**src/rtl/messbauer_sweep_generator.sv**
```systemverilog
// Mossbauer velocity-sweep timing generator: start pulse, per-slot channel pulses,
// sweep counting with optional stop limit. All outputs lag the internal FSM by one register stage.
module messbauer_sweep_generator #(
  parameter int unsigned CHANNEL_NUMBER      = 4096,
  parameter int unsigned CHANNEL_PERIOD      = 100,
  parameter int unsigned START_DURATION      = 10,
  parameter int unsigned CHANNEL_DURATION    = 1,
  parameter int unsigned CHANNEL_TYPE        = 2,
  parameter int unsigned SWEEPS_LIMIT        = 0,
  parameter int unsigned SWEEP_COUNTER_WIDTH = 16
) (
  input  logic                                aclk,
  input  logic                                areset,
  input  logic                                enable,
  output logic                                start,
  output logic                                channel,
  output logic [$clog2(CHANNEL_NUMBER)-1:0]   channel_index,
  output logic [SWEEP_COUNTER_WIDTH-1:0]      sweep_count,
  output logic                                busy,
  output logic                                done
);

  localparam int unsigned IDX_W   = $clog2(CHANNEL_NUMBER);
  localparam int unsigned CYC_W   = $clog2(CHANNEL_PERIOD);
  localparam int unsigned START_W = (START_DURATION > 1) ? $clog2(START_DURATION) : 1;
  localparam int unsigned CNT_W   = SWEEP_COUNTER_WIDTH;

  localparam logic [CYC_W-1:0]   CYC_LAST   = CYC_W'(CHANNEL_PERIOD - 1);
  localparam logic [IDX_W-1:0]   IDX_LAST   = IDX_W'(CHANNEL_NUMBER - 1);
  localparam logic [START_W-1:0] START_LAST = START_W'(START_DURATION - 1);
  localparam logic [CNT_W-1:0]   LIMIT_VAL  = CNT_W'(SWEEPS_LIMIT);

  localparam logic [1:0] S_IDLE  = 2'd0;
  localparam logic [1:0] S_START = 2'd1;
  localparam logic [1:0] S_SLOTS = 2'd2;
  localparam logic [1:0] S_DONE  = 2'd3;

  // Parameter legality is enforced at elaboration
  if (CHANNEL_TYPE != 1 && CHANNEL_TYPE != 2) begin : g_bad_type
    $error("CHANNEL_TYPE must be 1 or 2");
  end
  if (CHANNEL_NUMBER < 2 || CHANNEL_PERIOD < 2 || START_DURATION < 1) begin : g_bad_size
    $error("CHANNEL_NUMBER/CHANNEL_PERIOD must be >= 2, START_DURATION >= 1");
  end
  if (CHANNEL_DURATION < 1 || CHANNEL_DURATION >= CHANNEL_PERIOD) begin : g_bad_dur
    $error("CHANNEL_DURATION must be in 1..CHANNEL_PERIOD-1");
  end

  logic [1:0]         r_state;
  logic [1:0]         w_state_nxt;
  logic [START_W-1:0] r_start_cnt;
  logic [CYC_W-1:0]   r_cyc;
  logic [IDX_W-1:0]   r_idx;
  logic [CNT_W-1:0]   r_sweep;

  logic               w_start_last;
  logic               w_slot_last;
  logic               w_sweep_last;
  logic [CNT_W-1:0]   w_sweep_nxt;
  logic               w_limit_hit;
  logic               w_chan_win;

  // Channel window position within a slot
  if (CHANNEL_TYPE == 1) begin : g_chan_before
    localparam logic [CYC_W-1:0] CH_END = CYC_W'(CHANNEL_DURATION);
    assign w_chan_win = (r_cyc < CH_END);
  end else begin : g_chan_after
    localparam logic [CYC_W-1:0] CH_BEG = CYC_W'(CHANNEL_PERIOD - CHANNEL_DURATION);
    assign w_chan_win = (r_cyc >= CH_BEG);
  end

  assign w_start_last = (r_start_cnt == START_LAST);
  assign w_slot_last  = (r_cyc == CYC_LAST);
  assign w_sweep_last = w_slot_last && (r_idx == IDX_LAST);
  assign w_sweep_nxt  = r_sweep + CNT_W'(1);
  assign w_limit_hit  = (SWEEPS_LIMIT != 0) && (w_sweep_nxt == LIMIT_VAL);

  // Next-state logic
  always_comb begin
    w_state_nxt = r_state;
    case (r_state)
      S_IDLE:  if (enable) w_state_nxt = S_START;
      S_START: if (w_start_last) w_state_nxt = S_SLOTS;
      S_SLOTS: begin
        if (w_sweep_last) begin
          if (w_limit_hit)  w_state_nxt = S_DONE;
          else if (enable)  w_state_nxt = S_START;
          else              w_state_nxt = S_IDLE;
        end
      end
      S_DONE:  if (!enable) w_state_nxt = S_IDLE;
      default: w_state_nxt = S_IDLE;
    endcase
  end

  // State, counters and registered outputs
  always_ff @(posedge aclk) begin
    if (areset) begin
      r_state       <= S_IDLE;
      r_start_cnt   <= '0;
      r_cyc         <= '0;
      r_idx         <= '0;
      r_sweep       <= '0;
      start         <= 1'b0;
      channel       <= 1'b0;
      channel_index <= '0;
      sweep_count   <= '0;
      busy          <= 1'b0;
      done          <= 1'b0;
    end else begin
      r_state <= w_state_nxt;

      if (r_state == S_START && !w_start_last) r_start_cnt <= r_start_cnt + START_W'(1);
      else                                     r_start_cnt <= '0;

      if (r_state == S_SLOTS && !w_slot_last) r_cyc <= r_cyc + CYC_W'(1);
      else                                    r_cyc <= '0;

      if (r_state != S_SLOTS || w_sweep_last) r_idx <= '0;
      else if (w_slot_last)                   r_idx <= r_idx + IDX_W'(1);

      if (r_state == S_SLOTS && w_sweep_last) r_sweep <= w_sweep_nxt;
      else if (r_state == S_DONE && !enable)  r_sweep <= '0;

      start         <= (r_state == S_START);
      channel       <= (r_state == S_SLOTS) && w_chan_win;
      channel_index <= (r_state == S_SLOTS) ? r_idx : '0;
      sweep_count   <= r_sweep;
      busy          <= (r_state == S_START) || (r_state == S_SLOTS);
      done          <= (r_state == S_DONE);
    end
  end

endmodule

```
**config.mk**
```make
export PLATFORM = sky130hd
export DESIGN_NAME = messbauer_sweep_generator
export DESIGN_NICKNAME = d
export VERILOG_FILES = /design/src/rtl/messbauer_sweep_generator.sv
export SDC_FILE = /design/constraint.sdc
export NUM_CORES = 1
export LEC_CHECK = 0
export CORE_MARGIN = 3
export CORE_UTILIZATION = 40
export DETAILED_ROUTE_END_ITERATION = 8
export PLACE_DENSITY = 0.73
export SLEW_MARGIN = 5
export SYNTH_ARGS = -nofsm -noshare
export SYNTH_HDL_FRONTEND = slang
export SYNTH_SLANG_ARGS = --single-unit
```
**constraint.sdc**
```tcl
create_clock -name aclk -period 1.7 [get_ports aclk]
set_input_delay 0.34 -clock aclk [delete_from_list [all_inputs] [get_ports aclk]]
set_output_delay 0.34 -clock aclk [all_outputs]
set_load 0.005 [all_outputs]
```
# Word-level counts from Yosys, hierarchy flattened

Cells that the tools add are included.

Add/sub/neg operators: 4
Order comparisons: 1
Equality and inequality tests: 11
Muxes and demuxes: 8
Bitwise logic cells: 3
Reduce and logical (&&, ||, !) cells: 18

Operator list:

| cell                                                            | count |
|---|---|
| 16-bit two-way mux                                              | 2 |
| 16-bit by 1-bit adder with 16-bit output, second input constant | 1 |
| 12-bit by 1-bit adder with 12-bit output, second input constant | 1 |
| 12-bit == test, second input constant                           | 1 |
| 2-bit inequality test, second input constant                    | 5 |
| 2-bit two-way mux                                               | 4 |
| 2-bit case mux with 4 select lines                              | 1 |
| 2-bit OR reduction                                              | 4 |
| 7-bit by 1-bit adder with 7-bit output, second input constant   | 1 |
| 7-bit == test, second input constant                            | 1 |
| 7-bit >= comparator, second input constant                      | 1 |
| 1-bit logical AND                                               | 6 |
| 4-bit by 1-bit adder with 4-bit output, second input constant   | 1 |
| 2-bit == test, second input constant                            | 2 |
| 4-bit == test, second input constant                            | 1 |
| 4-bit AND reduction                                             | 1 |
| 1-bit zero test                                                 | 3 |
| 1-bit inverter                                                  | 3 |
| 2-bit by 1-bit == test with 1-bit output, second input constant | 1 |
| 2-bit zero test                                                 | 1 |
| 1-bit logical OR                                                | 2 |
| 2-bit nonzero test                                              | 1 |
| 1-bit two-way mux                                               | 1 |

Register bits after elaboration: 73
Bits of input ports: 3
Logic and storage cells: 56

# Logic depth before layout (Yosys ltp)

Gate-level depths: netlist of run 1.

Depth in word-level cells: 5
Gate-level depth with buffers: 9

# Worst setup path after synthesis of run 1

No wires, ideal clock.

Kind: register to register
From: reg r_cyc[0]
To: reg r_state[1]
Data arrival time: 1.735 ns
Data required time: 1.579 ns
Setup slack: -0.156 ns
Stages on the path, launching flop included: 8
Path buffers: 1
Cell sequence: dfxtp_1 -> ha_1 -> nand3_1 -> nor3_4 -> buf_6 -> a21boi_0 -> nor2_1 -> mux2_2

Longest elaborated chain between the ends: 4

RTL lines:

| what                                   | line | RTL |
|---|---|---|
| start: declaration                     | 52   | `logic [CYC_W-1:0] r_cyc;` |
| start signal: assignment               | 116  | `if (r_state == S_SLOTS && !w_slot_last) r_cyc <= r_cyc + CYC_W'(1);` |
| 7-bit == test                          | 73   | `assign w_slot_last = (r_cyc == CYC_LAST);` |
| 1-bit logical AND                      | 74   | `assign w_sweep_last = w_slot_last && (r_idx == IDX_LAST);` |
| 2-bit inequality test (no source line) | -    |  |
| 4-bit AND reduction (no source line)   | -    |  |
| end signal: assignment                 | 111  | `r_state <= w_state_nxt;` |
| end: declaration                       | 49   | `logic [1:0] r_state;` |

No other way between the ends.
A chain may end at the register's enable or synchronous reset.

# Worst setup path after layout of run 1

From: reg r_cyc[4]
To: reg r_idx[5]

Longest elaborated chain between the ends: 4

RTL lines:

| what                                | line | RTL |
|---|---|---|
| 7-bit == test *                     | 73   |  |
| 1-bit logical AND                   | 74   |  |
| 1-bit logical OR                    | 119  | `if (r_state != S_SLOTS \|\| w_sweep_last) r_idx <= '0;` |
| 2-bit OR reduction (no source line) | -    |  |
| end signal: assignment              | 120  | `else if (w_slot_last) r_idx <= r_idx + IDX_W'(1);` |
| end: declaration                    | 53   | `logic [IDX_W-1:0] r_idx;` |

Mark *: on every way between the ends. The rest lies on a longest branch, timed or not.

==> run metrics, run 1 <==
antenna violations before repair 0; Rel. slew slack 0.696; Syn Nets roughly 320; failing checks setup timing; Worst Setup SP r_cyc[4]$_SDFF_PP0_; sequential fraction of the synthesis area 0.510; Die Y between 90 and 100 um; Reg2Reg Setup Slack -0.1 ns; clk_lat worst skew 0.34 ns; total congestion overflow 0; # setup viols final 16; Synth Area in Compound Gates 0.0857; total power 0.00385 W; status complete, but fails checks; Mapped Cells about 300; ordered cell list for the critical path or3_4 > buf_4 > buf_6 > nor3_4 > buf_6 > and3_4 > xnor2_2 > nor2_1; Worst Tran Pin Value 0.451 ns; switching share of power 0.215; Vias 2443; Synth cell types 44; Routed WL 6220 um; Critical-path top delay cell or3_4; max-cap viol count 0; Sequential Power Share 0.464; first-pass GRT wire length 10100 um; CTS sink count 73; crit path kind flip-flop to flip-flop; Setup WS post-layout -0.0956 ns; syn avg cell area between 9 and 10 um2; DR WL met2 3140 um; nets@finish 402; vias in the first global route 2379; Total GRT Usage 0.152; post-synthesis mux area share 0.00743; area delta synth->final 42.2%; Syn Std Cell Area 0.00286 mm2; simple-gate share of the synthesized area 0.267; DR iter-0 viols 78; Synth Area in Adders 0.0393; Via-to-Cell Ratio 4.98; Initial Util 0.417; pre-CTS setup slack -0.430 ns; fin crit share 1.06; antenna cell count 0; Critical Path Max Stage Delay 0.40 ns; Crit path max-delay family simple AND/OR/NAND/NOR gates; RSZ-0062 raised after global routing true; htree depth 3; Worst Setup Start Kind flip-flop; # rows 30; RR Endpoint r_idx[5]$_SDFFE_PP0P_; CTS tree yes; CP Max Fanout 5; crit end category flip-flop; cts bufs inserted 9; LEAKAGE 1.57 nW; Core Footprint 0.00687 mm2; Detail Route Antenna Nets 0; CP Data Required Time 1.93 ns; Avg WL per Cell 12.7 um; path depth of the worst reg2reg path 8; Final Max Tran Viols 0; Fmax achieved 557 MHz; combinational share of power 0.091; Sum Neg Setup Slack -0.909 ns; # IOs 35; yosys warns 0; layout cells sized above 1 0.233; PD cells about 940 mW/mm2; Setup Skew 0.00922 ns; Clock transition at path regs 0.07 ns; pin count of the biggest net entering global routing 17; routability congestion estimate 0.809; top routing layer used met4; Synth async-reset ratio 0; hold_ws 0.455 ns; WP buf/inv 3; crit path DAT about 2.0 ns; switching power 0.000827 W; combinational family with the most area after synthesis simple AND/OR/NAND/NOR gates; hpwl dp 4150 um; Internal 0.00302 W; ranking of synthesized cells by area dfxtp_1 (51%), nor2_1 (4.3%), ha_1 (3.9%); CP Depth 8; Clock power frac 0.445; met1 wire length 2590 um; endpoints failing hold 0; ys flop type dfxtp_1; Hold/Removal Path Class flip-flop to flip-flop; EDFF count, synth 0; CTS Buffer Depth 2; top cell type by total area after synthesis dfxtp_1; XOR/XNOR share of the synthesized area 0.0551; Crit path top cell by count buf_6; Die W approximately 90 um; crit path to r_idx[5]$_SDFFE_PP0P_; root buffer cell clkbuf_8; met3 WL about 250 um; 1st-pass router iterations 4; I/O Buffers 34; flops & latches, synth 73; reg2reg start r_cyc[4]$_SDFF_PP0_; DRC 0; Tmin final 1.80 ns; top-area cell type share of the netlist area 0.510; Max VDD drop 0.000523 V; overall die area 0.00821 mm2
worst register-to-register path, stage by stage, from the launching register on:
cell and delay (ns):
dfxtp_2 0.32, or3_4 0.40, buf_4 0.15, buf_6 0.12, nor3_4 0.19, buf_6 0.14
and3_4 0.18, xnor2_2 0.11, nor2_1 0.07
through the flow:
stage | cells | util | area, um2
floorplan | 303 | - | 2870
global placement | 469 | 0.526 | 3610
detailed placement | 469 | 0.526 | 3610
CTS | 487 | 0.570 | 3910
global route | 491 | 0.593 | 4070
finish | 491 | 0.593 | 4070
final cells by class:
type | instances | area (um2)
clock buffers | 12 | 165
repair buffers | 85 | 754
multi-input cells | 211 | 1430
flip-flops and latches | 73 | 1460
clock inverters | 4 | 97.6
well taps | 96 | 120
fillers | 579 | 2800
inverters | 10 | 37.5
flip-flops by register name, summed over array words and instances, names as in the netlist:
| name | flops |
|---|---|
| channel_index | 12 |
| channel | 1 |
| r_sweep | 16 |
| sweep_count | 16 |
| r_idx | 12 |
| done | 1 |
| r_state | 2 |
| r_cyc | 7 |
| start | 1 |
| busy | 1 |
| r_start_cnt | 4 |
worst min-delay path by stage:
stage	from	endpoint	slack, ns	cells after the start
floorplan	areset	sweep_count[1]$_SDFF_PP0_	0.42	1
global placement	r_start_cnt[0]$_SDFF_PP0_	r_start_cnt[0]$_SDFF_PP0_	0.45	1
detailed placement	r_sweep[15]$_SDFFE_PP0P_	sweep_count[15]$_SDFF_PP0_	0.44	2
CTS	r_sweep[15]$_SDFFE_PP0P_	sweep_count[15]$_SDFF_PP0_	0.46	2
global route	r_sweep[15]$_SDFFE_PP0P_	sweep_count[15]$_SDFF_PP0_	0.48	2
finish	r_sweep[15]$_SDFFE_PP0P_	sweep_count[15]$_SDFF_PP0_	0.46	2
synth_stat cells (2+ instances only):
cell and instances:
a21o_1 3, nor2_1 33, and2_1 13, a31oi_1 2, o21ai_0 8, buf_4 2
nand3_1 21, o22a_1 2, a21oi_1 11, nor3b_1 2, o21ai_1 5, and4_1 3
nand2b_1 4, or3_1 10, xnor2_1 7, o22ai_1 2, inv_1 10, and3_1 7
dfxtp_1 73, ha_1 9, nor2b_1 15, nand2_1 17, xor2_1 11, nor3_1 5
clkbuf_1 4, nand4_1 4, buf_2 2, buf_6 2
kinds of logic after synthesis:
| family | after synthesis |
|---|---|
| flops | 73 |
| compound gates | 40 |
| xor+xnor | 18 |
| simple gates | 141 |
| buf+inv | 20 |
| fa+ha+maj | 9 |
| mux | 2 |
layer usage:
layer,vias to the layer above,track usage
met2,64,0.271
met3,24,0.0292
li1,1209,-
met1,1146,0.166
met4,0,0.0944
met5,-,0
cells in the final DEF (no fill, tap or decap), types with 4 or more instances in the layout:
cell and count:
clkbuf_8 12, ha_1 8, nand4_1 4, nand3_1 20, o21ai_1 6, nor3_1 4
o21ai_0 7, nor2b_1 14, nand2_1 16, buf_6 5, inv_1 10, xor2_1 11
clkdlybuf4s50_1 34, or3_1 9, xnor2_1 6, dfxtp_1 71, a21oi_1 10, buf_4 45
and3_1 4, nand2b_1 4, and2_1 13, nor2_1 32
repair_timing:
item,4_1_cts,5_1_grt
gates cloned,0,1
endpoints found under the setup margin,24,27
buffers inserted,2,3
pin swaps,0,10
resized for setup,5,26
hold buffers,0,0
power groups by stage:
stage          Clock [W]  Sequential [W]  Combinational [W]
2_1_floorplan          0         0.00182           0.000188
3_3_place_gp           0         0.00182           0.000310
3_5_place_dp           0         0.00182           0.000315
4_1_cts          0.00174         0.00178           0.000318
5_1_grt          0.00182         0.00179           0.000393
6_report         0.00171         0.00178           0.000349
No activity file was read; power rests on OpenSTA's default activity.
==> run 2: changes to the inputs <==
- CAP_MARGIN: not set -> 20
- PLACE_DENSITY: 0.73 -> not set
- PLACE_DENSITY_LB_ADDON: not set -> 0.1
==> run metrics, run 2 (synthesis results as in run 1) <==
overall die area 0.00821 mm2; area delta synth->final 42.6%; Routed WL 6220 um; PD cells 847 mW/mm2; Initial Util 0.417; CP Data Required Time between 1.5 and 2 ns; 1st-pass router iterations 4; CTS tree yes; root buffer cell clkbuf_8; Avg WL per Cell 12.4 um; instance area after placement 0.00365 mm2; DRC 0; Setup WS post-layout -0.125 ns; fin crit share 1.07; nets@finish 412; Hold-fix buffers, CTS 0; clk_lat worst skew 0.34 ns; hold_ws around 0.45 ns; Vias between 2000 and 2500; Core Footprint 0.00687 mm2; failing checks setup timing; Worst Setup Start Kind flip-flop; Setup Skew about 0.011 ns; Total GRT Usage 0.157; Rel. slew slack 0.705; hpwl dp 4130 um; cts bufs inserted 9; pin count of the biggest net entering global routing 24; Final Max Tran Viols 0; total congestion overflow 0; Worst Tran Pin Value ~0.44 ns; Detail Route Antenna Nets 0; most frequent cells in the layout dfxtp_1 (67), buf_4 (53), clkdlybuf4s50_1 (34); htree depth 3; max-cap viol count 0; Critical-path top delay cell or3_4; Max VDD drop between 0.0004 and 0.0005 V; dpl cells 474; status complete, but fails checks; # rows 30; Die Y between 90 and 100 um; layout cells sized above 1 0.267; CTS sink count between 70 and 80; ordered cell list for the critical path or3_4 > nor3_4 > buf_4 > nand4_4 > buf_6 > or3_1 > o21ai_1; antenna cell count 0; Via-to-Cell Ratio about 4.8; Tmin final 1.82 ns; commonest non-fill, non-tap cell in the layout dfxtp_1; crit end category flip-flop; routability congestion estimate ~0.80; crit path DAT 2.09 ns; I/O Buffers 34; CTS Buffer Depth 2; DR iter-0 viols 64; # setup viols final 15; Die W 90.6 um; # IOs 35; crit path kind flip-flop to flip-flop; LEAKAGE 1.58 nW; non-filler cells in the finished layout 501; vias in the first global route 2426; fillcell total 608; fin util 0.594; CP Max Fanout 5; Hold/Removal Path Class flip-flop to flip-flop; Clock transition at path regs about 0.08 ns; RSZ-0062 raised after global routing true; first-pass GRT wire length 10500 um; Critical Path Max Stage Delay 0.40 ns; Largest regs r_sweep: 16 flops, sweep_count: 16 flops; Fmax achieved between 500 and 600 MHz; endpoints failing hold 0; antenna violations before repair 0; post-route cell area 0.00408 mm2
==> run 2: layout make-up <==
| class | instances | area [um2] | share of cell area |
|---|---|---|---|
| clock buffer | 10 | 128 | 0.0313 |
| clock inverter | 6 | 67.6 | 0.0165 |
| inverter | 10 | 37.5 | 0.00919 |
| multi-input combinational | 212 | 1440 | 0.353 |
| sequential | 73 | 1470 | 0.360 |
| tap | 96 | 120 | 0.0294 |
| timing repair buffer | 94 | 821 | 0.201 |
==> run 2: per-stage QoR <==
stage / setup TNS [ns] / power, W / worst slack [ns]
global route: -2.51 / 0.00364 / -0.209
global placement: -5.27 / 0.00214 / -0.381
CTS: -0.936 / 0.00349 / -0.117
floorplan: -1.02 / 0.00201 / -0.111
finish: -1.03 / 0.00346 / -0.125
detailed placement: -5.80 / 0.00214 / -0.410
==> run 2: what timing repair did <==
action | 4_1_cts | 5_1_grt
endpoints found under the setup margin | 26 | 28
pin swaps | 13 | 18
cloned | 1 | 2
setup buffers | 4 | 5
gates resized for setup | 15 | 27
==> run 2: power by group <==
group	internal (W)	switching, W
combinational	0.000168	0.000176
clock	0.000683	0.000648
sequential	0.00176	0.0000256
==> run 2: worst max-delay path, delay by kind of cell, from the launching register on <==
family                 cells  cell delay, ns
AOI/OAI and AO/OA          1            0.09
buffers and inverters      2            0.32
DFF                        1            0.32
and+or+nand+nor            4            1.01
==> run 2: per-layer routing <==
| metal | share of wire | global-route usage | up-vias |
|---|---|---|---|
| li1 | - | - | 1230 |
| met1 | 0.44 | 0.170 | 1149 |
| met2 | 0.51 | 0.283 | 40 |
| met3 | 0.039 | 0.0542 | 7 |
| met4 | 0.0096 | 0.0536 | 0 |
| met5 | 0 | 0 | - |
==> run 2: final timing paths <==
kind,from,to,slack (ns),cells after the start
max,r_cyc[4]$_SDFF_PP0_,r_sweep[3]$_SDFFE_PP0P_,-0.12,7
min reg2reg,r_sweep[15]$_SDFFE_PP0P_,sweep_count[15]$_SDFF_PP0_,0.45,2
max reg2reg,r_cyc[4]$_SDFF_PP0_,r_sweep[3]$_SDFFE_PP0P_,-0.12,7
min,r_sweep[15]$_SDFFE_PP0P_,sweep_count[15]$_SDFF_PP0_,0.45,2
==> run 3: changes to the inputs <==
- PLACE_DENSITY_LB_ADDON: 0.1 -> not set
==> run metrics, run 3 (synthesis results as in run 1) <==
Critical-path top delay cell or3_4; Largest regs r_sweep: 16 flops, sweep_count: 16 flops; cts bufs inserted 9; Worst Setup Start Kind flip-flop; fin crit share 1.00; Initial Util 0.417; area delta synth->final 44.5%; antenna cell count 0; DR iter-0 viols between 90 and 100; switching share of power 0.234; Reg2Reg Setup Slack -0.0002 ns; WHS Path Cells 2; root buffer cell clkbuf_8; # IOs 35; PD cells roughly 870 mW/mm2; Vias roughly 2400; I/O Buffers 34; Tmin final 1.70 ns; ordered cell list for the critical path or3_4 > nor3_4 > buf_6 > nand4_4 > buf_6 > or3_1 > o21ai_1; commonest non-fill, non-tap cell in the layout dfxtp_1; CTS Buffer Depth 2; nets@finish 409; Fmax achieved 588 MHz; overall die area slightly above 0.008 mm2; Setup Skew between 0.01 and 0.015 ns; antenna violations before repair 0; Total GRT Usage 0.150; vias in the first global route 2346; Via-to-Cell Ratio 4.79; Hold/Removal Path Class flip-flop to flip-flop; hpwl dp 4100 um; LEAKAGE approximately 1.6 nW; CTS sink count 73; Core Footprint between 0.006 and 0.007 mm2; CP Data Required Time between 1.5 and 2 ns; instance area after placement 0.00363 mm2; Crit path max-delay family simple AND/OR/NAND/NOR gates; RSZ-0062 raised after global routing true; routability congestion estimate 0.799; Hold-fix buffers, CTS 0; Worst Hold End sweep_count[15]$_SDFF_PP0_; Die Y 90.6 um; CP Max Fanout 5; hold wc startpoint r_sweep[15]$_SDFFE_PP0P_; Critical Path Max Stage Delay 0.40 ns; Avg WL per Cell between 10 and 15 um; status complete, but fails checks; crit path kind flip-flop to flip-flop; CTS tree yes; Routed WL 6030 um; Final Max Tran Viols 0; Clock power frac 0.403; Worst Tran Pin Value 0.462 ns; Die W ~90 um; post-route cell area 0.00414 mm2; dpl cells between 400 and 500; path depth of the worst reg2reg path 7; crit path DAT approximately 2.0 ns; Max VDD drop 0.000416 V; endpoints failing hold 0; switching power about 0.00084 W; most frequent cells in the layout dfxtp_1 (67), buf_4 (47), clkdlybuf4s50_1 (34); # setup viols final 2; Detail Route Antenna Nets 0; failing checks setup timing; total congestion overflow 0; non-filler cells in the finished layout 497; Crit path top cell by count buf_6; reg2reg start r_cyc[3]$_SDFF_PP0_; RR Endpoint r_sweep[6]$_SDFFE_PP0P_; WP buf/inv 2; first-pass GRT wire length approximately 10000 um; Internal 0.00275 W; Clock transition at path regs 0.07 ns; Setup WS post-layout -0.000226 ns; crit end category flip-flop; 1st-pass router iterations 6; # rows 30; pin count of the biggest net entering global routing 19; clk_lat worst skew 0.34 ns; Rel. slew slack 0.689; max-cap viol count 0; Sequential Power Share 0.496; DRC 0; htree depth 3; layout cells sized above 1 0.284; combinational share of power 0.101
[run 3: cell count changes in the layout (fill, tap and decap cells not counted), moves of 2 or more]
| cell | delta |
|---|---|
| buf_4 | -6 |
| a21oi_2 | +5 |
| a21oi_1 | -5 |
| buf_6 | +4 |
| o21ai_1 | -2 |
| o21ai_0 | +2 |
[run 3: cell type report]
type	count	area, um2
clock inverters	5	81.3
well taps	96	120
inverters	10	37.5
flip-flops and latches	73	1470
multi-input cells	211	1490
fillers	586	2730
clock buffers	10	128
repair buffers	92	811
[run 3: stage by stage]
stage / worst slack (ns) / power [W] / hold WS [ns] / setup TNS [ns] / util
final: -0.000226 / 0.00359 / 0.456 / -0.000238 / 0.602
after global placement: -0.360 / 0.00212 / 0.447 / -5.73 / 0.529
after floorplan: -0.111 / 0.00201 / 0.423 / -1.02 / -
after global routing: -0.121 / 0.00377 / 0.500 / -1.10 / 0.602
after CTS: -0.0465 / 0.00360 / 0.459 / -0.285 / 0.580
after detailed placement: -0.373 / 0.00213 / 0.440 / -6.16 / 0.529
[run 3: tightest hold or removal path, cell delays in order (launching register included)]
cell	delay [ns]
dfxtp_1	0.31
inv_1	0.06
nor2_1	0.04
[run 3: per-layer routing]
metal / vias to the layer above / routed length, um / track usage
met4: 0 / 77 / 0.0663
met2: 41 / 3090 / 0.262
met5: - / 0 / 0
met3: 7 / 191 / 0.0433
met1: 1108 / 2670 / 0.170
li1: 1224 / - / -
[run 3: worst max-delay path by stage]
stage	cells after the start	startpoint	to
after floorplan	8	r_cyc[2]$_SDFF_PP0_	r_state[1]$_SDFFE_PP0P_
after global placement	5	areset	r_sweep[11]$_SDFFE_PP0P_
after detailed placement	5	areset	r_sweep[5]$_SDFFE_PP0P_
after CTS	7	r_cyc[3]$_SDFF_PP0_	r_state[1]$_SDFFE_PP0P_
after global routing	7	r_sweep[0]$_SDFFE_PP0P_	r_sweep[9]$_SDFFE_PP0P_
final	7	r_cyc[3]$_SDFF_PP0_	r_sweep[6]$_SDFFE_PP0P_
[run 3: what timing repair did]
| action | 4_1_cts | 5_1_grt |
|---|---|---|
| buffers inserted | 5 | 3 |
| pin swaps | 17 | 13 |
| setup endpoints to repair | 26 | 27 |
| gates resized for setup | 28 | 26 |
| cloned | 1 | 1 |
[run 3: power groups by stage]
stage          clock network [W]  logic [W]  registers [W]
2_1_floorplan                  0   0.000188        0.00182
3_3_place_gp                   0   0.000307        0.00182
3_5_place_dp                   0   0.000307        0.00182
4_1_cts                  0.00149   0.000321        0.00178
5_1_grt                  0.00157   0.000408        0.00179
6_report                 0.00145   0.000361        0.00178
